===== config.mk =====
export PLATFORM = sky130hd
export DESIGN_NAME = score_event_sync
export DESIGN_NICKNAME = d
export VERILOG_FILES = /design/src/rtl/clawgame_pkg.sv /design/src/rtl/debounce_sync.sv /design/src/rtl/score_event_sync.sv
export SDC_FILE = /design/constraint.sdc
export NUM_CORES = 1
export LEC_CHECK = 0
export ABC_CLOCK_PERIOD_IN_PS = 2750
export CAP_MARGIN = 20
export CORE_ASPECT_RATIO = 1.5
export CORE_UTILIZATION = 45
export DETAILED_ROUTE_END_ITERATION = 6
export PLACE_DENSITY = 0.73
export SKIP_CTS_REPAIR_TIMING = 1
export SYNTH_ARGS = -nofsm -noshare
export SYNTH_HDL_FRONTEND = slang
export SYNTH_SLANG_ARGS = --single-unit

===== constraint.sdc =====
create_clock -name clock -period 2.75 [get_ports clock]
set_clock_uncertainty 0.15 [all_clocks]
set_input_delay 0.6875 -clock clock [delete_from_list [all_inputs] [get_ports clock]]
set_output_delay 0.6875 -clock clock [all_outputs]
set_load 0.005 [all_outputs]

===== src/rtl/clawgame_pkg.sv =====
// clawgame_pkg -- shared types and constants for the score event path.
//   PEND_W      : width of the pending-event counter
//   MAX_PENDING : highest pending count held before new events are dropped
//   hs_state_e  : handshake FSM states toward the processor wrapper
package clawgame_pkg;
  localparam int PEND_W      = 3;
  localparam int MAX_PENDING = 7;

  typedef enum logic [1:0] {
    IDLE      = 2'd0,
    REQ       = 2'd1,
    WAIT_DROP = 2'd2
  } hs_state_e;
endpackage


===== src/rtl/debounce_sync.sv =====
// debounce_sync -- two-flop synchronizer, debounce counter and rising-edge
// detector for a mechanical contact; reusable for any button input.
//   clock, reset : system clock, asynchronous active-high reset
//   din          : raw asynchronous input
//   level        : debounced level
//   rise         : one-cycle pulse in the cycle level goes 0->1
module debounce_sync #(
  parameter int DEBOUNCE_CYCLES = 500000
) (
  input  logic clock,
  input  logic reset,
  input  logic din,
  output logic level,
  output logic rise
);
  localparam int CNT_W = (DEBOUNCE_CYCLES < 2) ? 1 : $clog2(DEBOUNCE_CYCLES + 1);
  localparam logic [CNT_W-1:0] LAST = CNT_W'(DEBOUNCE_CYCLES - 1);

  logic             sync1_q, sync1_d;
  logic             sync2_q, sync2_d;
  logic             level_q, level_d;
  logic             rise_q,  rise_d;
  logic [CNT_W-1:0] cnt_q,   cnt_d;

  always_comb begin
    sync1_d = din;
    sync2_d = sync1_q;
    level_d = level_q;
    cnt_d   = '0;
    // cnt_q holds how many consecutive cycles the synchronized input has
    // disagreed with level_q; the level flips on the Nth such cycle.
    if (sync2_q != level_q) begin
      if (cnt_q == LAST) begin
        level_d = sync2_q;
      end else begin
        cnt_d = cnt_q + 1'b1;
      end
    end
    rise_d = level_d & ~level_q;
  end

  always_ff @(posedge clock or posedge reset) begin
    if (reset) begin
      sync1_q <= 1'b0;
      sync2_q <= 1'b0;
      level_q <= 1'b0;
      rise_q  <= 1'b0;
      cnt_q   <= '0;
    end else begin
      sync1_q <= sync1_d;
      sync2_q <= sync2_d;
      level_q <= level_d;
      rise_q  <= rise_d;
      cnt_q   <= cnt_d;
    end
  end

  assign level = level_q;
  assign rise  = rise_q;
endmodule


===== src/rtl/score_event_sync.sv =====
// score_event_sync -- turns the Arduino prize contact into counted score
// events and hands them one at a time to the processor wrapper.
//   clock, reset                : system clock, asynchronous active-high reset
//   score_raw                   : asynchronous prize contact
//   game_active                 : events are only accepted while high
//   finished_incrementing_score : acknowledge level from the wrapper
//   need_to_increment_score     : registered request for one point
//   pending_count               : accepted events not yet acknowledged
//   dropped                     : sticky overflow flag
//   accepted_count              : (SCORE_EVENT_COUNT_EN only) saturating
//                                 count of accepted events since reset
module score_event_sync
  import clawgame_pkg::*;
#(
  parameter int DEBOUNCE_CYCLES = 500000
) (
  input  logic              clock,
  input  logic              reset,
  input  logic              score_raw,
  input  logic              game_active,
  input  logic              finished_incrementing_score,
  output logic              need_to_increment_score,
  output logic [PEND_W-1:0] pending_count,
  output logic              dropped
`ifdef SCORE_EVENT_COUNT_EN
  ,
  output logic [15:0]       accepted_count
`endif
);
  localparam logic [PEND_W-1:0] FULL = PEND_W'(MAX_PENDING);

  logic              score_level;
  logic              score_rise;
  logic              accept;
  logic              dec;
  hs_state_e         state_q, state_d;
  logic              req_q, req_d;
  logic [PEND_W-1:0] pend_q, pend_d;
  logic              drop_q, drop_d;

  debounce_sync #(.DEBOUNCE_CYCLES(DEBOUNCE_CYCLES)) u_deb (
    .clock (clock),
    .reset (reset),
    .din   (score_raw),
    .level (score_level),
    .rise  (score_rise)
  );

  assign accept = score_rise & game_active;
  // pend_q is never zero in REQ; the guard only protects against underflow.
  assign dec    = (state_q == REQ) && finished_incrementing_score && (pend_q != '0);

  // FSM state register
  always_ff @(posedge clock or posedge reset) begin
    if (reset) state_q <= IDLE;
    else       state_q <= state_d;
  end

  // FSM next state; IDLE waits for game_active too, since pending is being
  // cleared in that case and must not launch a request.
  always_comb begin
    state_d = state_q;
    unique case (state_q)
      IDLE:      if (game_active && pend_q != '0)  state_d = REQ;
      REQ:       if (finished_incrementing_score)  state_d = WAIT_DROP;
      WAIT_DROP: if (!finished_incrementing_score) state_d = IDLE;
      default:   state_d = IDLE;
    endcase
  end

  // FSM output, decoded from the next state so the request is a flop
  always_comb begin
    req_d = (state_d == REQ);
  end

  always_comb begin
    pend_d = pend_q;
    drop_d = drop_q;
    if (state_q == IDLE && !game_active) begin
      pend_d = '0;
    end else begin
      unique case ({accept, dec})
        2'b10: begin
          if (pend_q == FULL) drop_d = 1'b1;
          else                pend_d = pend_q + 1'b1;
        end
        2'b01:   pend_d = pend_q - 1'b1;
        default: pend_d = pend_q;
      endcase
    end
  end

  always_ff @(posedge clock or posedge reset) begin
    if (reset) begin
      req_q  <= 1'b0;
      pend_q <= '0;
      drop_q <= 1'b0;
    end else begin
      req_q  <= req_d;
      pend_q <= pend_d;
      drop_q <= drop_d;
    end
  end

  assign need_to_increment_score = req_q;
  assign pending_count           = pend_q;
  assign dropped                 = drop_q;

`ifdef SCORE_EVENT_COUNT_EN
  logic [15:0] acc_q, acc_d;

  always_comb begin
    acc_d = acc_q;
    if (accept && acc_q != 16'hFFFF) acc_d = acc_q + 16'd1;
  end

  always_ff @(posedge clock or posedge reset) begin
    if (reset) acc_q <= '0;
    else       acc_q <= acc_d;
  end

  assign accepted_count = acc_q;
`endif
endmodule


==> results.txt, run 1 <==
----------------------------------------------------
[Run status]
  Status ... finished, final reports clean

[Pwr]
  Cell internal power dissipation ... about 660 uW
  Power per Cell Area ... between 400 and 500 nW/um^2
  Worst ir drop on vdd ... between 300 and 400 uV
  Leakage power figure ... 0.7233 nW
  Total power after layout ... 849.5 uW
  Fraction of power consumed by the clock network ... 42.9%
  Power share of the sequential group ... between 50% and 60%
  Reported net switching power ... 188.0 uW
  Net switching share of the total power ... 22.13%
  Logic gate share of total power ... under 10%

[Synth]
  Post-synthesis register bit count ... 30
  Number of instances in the synthesized netlist ... around 140
  Number of distinct standard cells referenced by the synthesized netlist ... 36
  Number of warnings printed during yosys synthesis ... 0
  Synthesized Nets ... around 150
  Seq/Total Area, Yosys ... 51.28%
  Total standard cell area after synthesis ... between 1000 and 1500 sq um
  Post-Synthesis Mean Instance Area ... around 10 sq um

[Critical path]
  Critical path endpoint category ... register
  Reg-to-Reg Start ... pending_count[0]$_DFFE_PP0P_
  R2r worst-path depth ... 8
  Data arrival time at the worst-slack endpoint ... ~2600 ps
  Critical path start-end classification ... in -> reg
  Crit-path max FO ... 3
  Sort of element at the start of the critical path ... input pin
  Required arrival time at the worst endpoint ... between 2000 and 3000 ps
  R2R Setup Slk ... roughly 300 ps
  Capturing point of the worst reg2reg path ... pending_count[2]$_DFFE_PP0P_

[Clocking]
  Clock tree buffer depth ... 2
  CTS sink cnt ... 30
  Total CTS buffers ... 5
  Clock tree root driver cell ... sky130_fd_sc_hd__clkbuf_8
  Count of H-tree levels built during CTS ... 2
  CTS tree ... yes
  Clock latency reported for the late side of the worst-skew pair ... roughly 290 ps
  Clock-pin slew on the worst setup and hold paths ... 60 ps

[Routing]
  Initial detailed-routing violation count ... 35
  Via-to-Cell Ratio ... 5.640
  Remaining antenna violation count after routing ... 0
  Vias after detailed routing ... between 1000 and 1500
  First-pass iteration count of the detailed router ... 4
  Routed wire length ... approximately 2.8 mm
  Drt wl/cell ... 13.65 um
  DR DRC count ... 0

[Final layout]
  Antenna diode count ... 0
  Synthesis-to-finish area growth ... 17.61%
  Finished Layout Cells ... between 200 and 250
  Share of cells above drive strength 1 ... between 10% and 20%
  Layout Cell Area excl Fill ... around 1700 sq um
  Number of nets in the layout ... 169

[STA]
  Final min period ... approximately 2600 ps
  Setup violations, final ... 0
  Slew at the pin closest to its max-slew limit ... a little under 500 ps
  RSZ-0062 raised after global routing ... false
  Fin. Hold Viols ... 0
  Final worst-path cycle share ... slightly above 90%
  FMAX ... roughly 390 MHz
  Total Negative Setup Slacks ... 0 ps
  Number of max-slew violations in the final report ... 0
  Worst slew margin relative to its limit ... around 67%

[Die]
  Die ar. ... around 3500 sq um
  Floorplan core area ... between 3000 and 4000 sq um
  Horizontal die dimension ... just under 50 um
  Initial Utilization ... 46.80%
  Row Count ... 25
  Vertical die dimension ... around 72 um
  I/O pin total ... 10

[Place]
  Routability Congestion ... a little over 0.8
  Hpwl dp ... between 1.5 and 2 mm
  Buffers on Ports ... 9
  Standard cell area after detailed placement ... between 1500 and 2000 sq um
  Count of placed standard cells including taps ... between 150 and 200

[Min path]
  Worst Hold Depth ... 0
  Class of the tightest hold or removal check ... reg -> reg
  Hold path startpoint ... u_deb.sync1_q$_DFF_PP0_
  Worst-case hold path end point ... u_deb.sync2_q$_DFF_PP0_

[GRT]
  Via count of the first global-routing pass ... between 1000 and 1500
  Maximum number of pins on one net before global-route repair ... 31
  GRT Util Overall ... a little under a fifth
  Remaining global-route overflow ... 0
  Antenna violations before repair ... 0
  Wire length of the first global-routing pass ... between 4 and 5 mm

[Flow run]
  Number of max-cap violations ... 0

----------------------------------------------------
-- synthesized netlist by cell type (all sizes together) --
library cell	n	area, sq um
nand2b	2	12.51
a41o	1	10.01
a21o	2	15.01
o21ai	6	30.03
mux2	1	11.26
o31ai	1	7.510
o2bb2ai	1	15.01
nor3	7	35.03
or4	3	22.52
nor4	3	18.77
or3	5	32.53
dfrtp	30	750.7
nor2	14	52.55
nand4	4	31.28
and2	1	6.260
a211oi	4	30.03
or3b	1	8.760
xnor2	7	61.31
inv	10	37.54
nand3b	1	7.510
and4	1	8.760
a2111oi	1	8.760
or2b	2	15.01
or4b	1	10.01
buf	2	10.01
o211a	1	10.01
nand3	7	40.04
ha	1	12.51
fa	1	20.02
xor2	6	52.55
nand2	7	26.28
a21oi	9	45.04
nor4b	1	8.760
-- worst max-delay path, stage by stage --
cell                              delay (ps)
sky130_fd_sc_hd__clkdlybuf4s50_1         490
sky130_fd_sc_hd__nand3b_1                140
sky130_fd_sc_hd__a211oi_2                200
sky130_fd_sc_hd__inv_1                    80
sky130_fd_sc_hd__fa_1                    380
sky130_fd_sc_hd__inv_1                    90
sky130_fd_sc_hd__a2111oi_1                70
sky130_fd_sc_hd__a21o_1                  190
sky130_fd_sc_hd__a211oi_1                280
-- through the flow --
step	hold WS, ps	util [%]	worst slack (ps)
detailed placement	191.9	51.92	-184.8
floorplan	181.2	-	444.2
global placement	186.1	51.92	-7.618
CTS	205.4	54.84	110.8
finish	201.3	55.04	183.0
global route	217.2	55.04	34.47
-- layout make-up --
cell class	instances	area [sq um]
Sequential cell	30	750.7
Inverter	10	37.54
Clock buffer	7	86.33
Multi-Input combinational cell	102	671.9
Clock inverter	1	5.005
Timing Repair Buffer	13	120.1
Fill cell	282	1406
Tap cell	40	50.05
-- worst max-delay path by stage --
| stage | startpoint | end | slack (ps) | cells past startpoint |
|---|---|---|---|---|
| 3_3_place_gp | finished_incrementing_score | pending_count[2]$_DFFE_PP0P_ | -8 | 9 |
| 3_5_place_dp | finished_incrementing_score | pending_count[2]$_DFFE_PP0P_ | -180 | 9 |
| 4_1_cts | finished_incrementing_score | pending_count[2]$_DFFE_PP0P_ | 110 | 9 |
| 5_1_grt | finished_incrementing_score | pending_count[2]$_DFFE_PP0P_ | 30 | 9 |
| 6_report | finished_incrementing_score | pending_count[2]$_DFFE_PP0P_ | 180 | 9 |
| 2_1_floorplan | finished_incrementing_score | pending_count[2]$_DFFE_PP0P_ | 440 | 8 |
-- sequential cells by signal, summed over array words and instances (netlist names) --
signal,flops
pending_count,3
u_deb.rise,1
u_deb.level,1
state_q,2
u_deb.sync1_q,1
dropped,1
u_deb.sync2_q,1
u_deb.cnt_q,19
need_to_increment_score,1
-- layer usage --
| layer | part of all wire, % | track usage (%) | vias up | routed length, um |
|---|---|---|---|---|
| met5 | 0 | 0 | - | 0 |
| met4 | 2.1 | 10.13 | 0 | 58 |
| met3 | 3.5 | 6.369 | 7 | 96 |
| met2 | 52 | 32.71 | 22 | 1432 |
| met1 | 43 | 19.20 | 569 | 1183 |
| li1 | - | - | 547 | - |
-- kinds of logic (layout without fill, tap and decap cells) --
| family | after synthesis | count (layout) | share of synthesized area, % |
|---|---|---|---|
| AND/OR/NAND/NOR | 60 | 60 | 22.99 |
| flip-flops | 30 | 30 | 51.28 |
| AO/OA/AOI/OAI | 26 | 26 | 11.71 |
| XOR/XNOR | 13 | 13 | 7.778 |
| buffers and inverters | 12 | 31 | 3.248 |
| adder cells (fa/ha/maj) | 2 | 2 | 2.222 |
| multiplexers | 1 | 1 | 0.7692 |
-- placed cells by master (no fill, tap or decap), types with 7 or more instances in the layout --
cell type / count
sky130_fd_sc_hd__nor3_1: 7
sky130_fd_sc_hd__dfrtp_1: 30
sky130_fd_sc_hd__clkdlybuf4s50_1: 9
sky130_fd_sc_hd__inv_1: 10
sky130_fd_sc_hd__xnor2_1: 7
sky130_fd_sc_hd__nor2_1: 14
sky130_fd_sc_hd__nand2_1: 7
sky130_fd_sc_hd__a21oi_1: 9
-- power groups by stage --
stage                     Combinational, mW  Sequential [mW]  Clock, mW
after global routing                 0.0380            0.451      0.397
after global placement               0.0333            0.459          0
after floorplan                      0.0194            0.458          0
after CTS                            0.0343            0.451      0.377
after detailed placement             0.0342            0.459          0
final                                0.0338            0.451      0.365
Power figures use the tool's default switching activity.
==> run 2: changes to the inputs <==
CORE_MARGIN = 5   (was default)
REMOVE_ABC_BUFFERS = 1   (was default)
==> run 2 against run 1 <==
Net effect: largest power group unchanged; first-iteration DRC count fell by 20%; final area stayed put; clock-buffer cell count did not move; die area is 29% higher; critical path depth unchanged; sequential share of layout area unchanged; largest cell class unchanged.
==> results.txt, run 2 (synthesized netlist as in run 1, its figures left out) <==
----------------------------------------------------
[Critical path]
  Critical path start-end classification ... in -> reg (unchanged)
  Data arrival time at the worst-slack endpoint ... 2550 ps (was 2600 ps)
  Required arrival time at the worst endpoint ... 2770 ps (was 2780 ps)
  Crit-path max FO ... 2 (was 3)
  Critical path endpoint category ... register (unchanged)
  Sort of element at the start of the critical path ... input pin (unchanged)

[STA]
  Final worst-path cycle share ... 91.91% (was 93.34%)
  Worst slew margin relative to its limit ... 68.83% (was 66.94%)
  Tightest hold margin ... 196.8 ps (was 201.3 ps)
  Number of max-slew violations in the final report ... 0 (unchanged)
  Slew at the pin closest to its max-slew limit ... 466.4 ps (was 494.6 ps)
  Final min period ... 2528 ps (was 2567 ps)
  Setup violations, final ... 0 (unchanged)
  Fin. Hold Viols ... 0 (unchanged)
  FMAX ... 395.6 MHz (was 389.6 MHz)
  RSZ-0062 raised after global routing ... false (unchanged)

[Pwr]
  Total power after layout ... 802.0 uW (was 849.5 uW)
  Power per Cell Area ... 465.8 nW/um^2 (was 493.4 nW/um^2)
  Worst ir drop on vdd ... 426.9 uV (was 331.9 uV)
  Leakage power figure ... 0.7224 nW (was 0.7233 nW)

[Final layout]
  Share of cells above drive strength 1 ... 11.59% (was 11.66%)
  Antenna diode count ... 0 (unchanged)
  Most flop-heavy register ... u_deb.cnt_q (unchanged)
  Leading cell type in the layout, fill and taps excluded ... sky130_fd_sc_hd__dfrtp_1 (unchanged)
  Most frequent cells in the layout ... sky130_fd_sc_hd__dfrtp_1, sky130_fd_sc_hd__nor2_1, sky130_fd_sc_hd__inv_1 (unchanged)
  Largest register FFs ... 19 (unchanged)
  Number of nets in the layout ... 171 (was 169)
  Synthesis-to-finish area growth ... 17.61% (unchanged)

[Clocking]
  Clock-pin slew on the worst setup and hold paths ... 60 ps (about the same)
  Clock latency reported for the late side of the worst-skew pair ... 280 ps (was 290 ps)
  CTS tree ... yes (unchanged)
  Count of H-tree levels built during CTS ... 2 (unchanged)
  Total CTS buffers ... 5 (unchanged)
  Clock tree buffer depth ... 2 (unchanged)
  CTS sink cnt ... 30 (unchanged)
  Clock tree root driver cell ... sky130_fd_sc_hd__clkbuf_8 (unchanged)

[Routing]
  Remaining antenna violation count after routing ... 0 (unchanged)
  Via-to-Cell Ratio ... 5.569 (was 5.640)
  Drt wl/cell ... 13.58 um (was 13.65 um)
  DR DRC count ... 0 (unchanged)
  Vias after detailed routing ... 1136 (was 1145)
  First-pass iteration count of the detailed router ... 4 (unchanged)
  Initial detailed-routing violation count ... 28 (was 35)
  Routed wire length ... 2.770 mm (unchanged)

[GRT]
  Via count of the first global-routing pass ... 1183 (was 1100)
  GRT Util Overall ... 14.61% (was 18.54%)
  Antenna violations before repair ... 0 (unchanged)
  Maximum number of pins on one net before global-route repair ... 31 (unchanged)
  Remaining global-route overflow ... 0 (unchanged)
  Wire length of the first global-routing pass ... 5.030 mm (was 4.767 mm)

[Die]
  Die ar. ... 4517 sq um (was 3490 sq um)
  Vertical die dimension ... 79.86 um (was 71.86 um)
  Floorplan core area ... 3159 sq um (was 3128 sq um)
  Horizontal die dimension ... 56.57 um (was 48.57 um)
  Initial Utilization ... 46.34% (was 46.80%)
  Row Count ... 25 (unchanged)
  I/O pin total ... 10 (unchanged)

[Run status]
  Status ... finished, final reports clean (unchanged)

[Place]
  Hpwl dp ... 1.985 mm (was 1.945 mm)
  Routability Congestion ... 0.8385 (was 0.8271)
  Buffers on Ports ... 9 (unchanged)

[Min path]
  Class of the tightest hold or removal check ... reg -> reg (unchanged)

[Flow run]
  Number of max-cap violations ... 0 (unchanged)

----------------------------------------------------
[run 2: changes by cell type in the layout (fill, tap and decap cells not counted), sizes merged]
| cell | before | now |
|---|---|---|
| clkinv | 1 | 0 |
| buf | 4 | 6 |
[run 2: worst paths after layout]
| kind | end | slack (ps) | cells after the start | startpoint |
|---|---|---|---|---|
| setup reg to reg | pending_count[2]$_DFFE_PP0P_ | 320 | 8 | pending_count[0]$_DFFE_PP0P_ |
| min in group asynchronous | state_q[1]$_DFF_PP0_ | 630 | 3 | reset |
| setup / recovery | pending_count[2]$_DFFE_PP0P_ | 220 | 9 | finished_incrementing_score |
| hold / removal | u_deb.sync2_q$_DFF_PP0_ | 200 | 0 | u_deb.sync1_q$_DFF_PP0_ |
| hold reg to reg | u_deb.sync2_q$_DFF_PP0_ | 200 | 0 | u_deb.sync1_q$_DFF_PP0_ |
| max in group asynchronous | u_deb.cnt_q[10]$_DFF_PP0_ | 1540 | 3 | reset |
[run 2: worst max-delay path, stage by stage]
cell and delay (ps):
sky130_fd_sc_hd__clkdlybuf4s50_1 480, sky130_fd_sc_hd__nand3b_1 110, sky130_fd_sc_hd__a211oi_2 200, sky130_fd_sc_hd__inv_1 80
sky130_fd_sc_hd__fa_1 380, sky130_fd_sc_hd__inv_1 90, sky130_fd_sc_hd__a2111oi_1 70, sky130_fd_sc_hd__a21o_1 180
sky130_fd_sc_hd__a211oi_1 270
[run 2: layout make-up]
class / instances / area (sq um)
fill: 285 / 1438
sequential: 30 / 750.7
multi-input combinational: 102 / 671.9
timing repair buffer: 15 / 135.1
clock buffer: 7 / 76.32
tap: 40 / 50.05
inverter: 10 / 37.54
[run 2: routing by layer]
metal / track usage [%] / up-vias / part of all wire, %
met5: 0 / - / 0
met1: 14.21 / 551 / 39
met4: 10.21 / 0 / 1.8
li1: - / 550 / -
met2: 25.12 / 29 / 55
met3: 5.340 / 6 / 4.1
[run 2: per-stage QoR]
step,setup TNS [ps],cells,util [%],area [sq um],setup slack (ps)
after floorplan,0,142,-,1454,444.2
after global placement,0,197,51.88,1639,20.71
after detailed placement,-131.5,197,51.88,1639,-131.5
after CTS,0,204,54.30,1715,155.9
after global routing,0,204,54.50,1722,7.093
final,0,204,54.50,1722,222.5
[run 2: power by group]
| part | leakage [nW] | total (mW) | internal (mW) | switching (mW) |
|---|---|---|---|---|
| Clock | 0.0383 | 0.317 | 0.173 | 0.143 |
| Sequential | 0.412 | 0.451 | 0.447 | 0.00450 |
| Combinational | 0.272 | 0.0341 | 0.0144 | 0.0197 |
| Total | 0.722 | 0.802 | 0.635 | 0.167 |
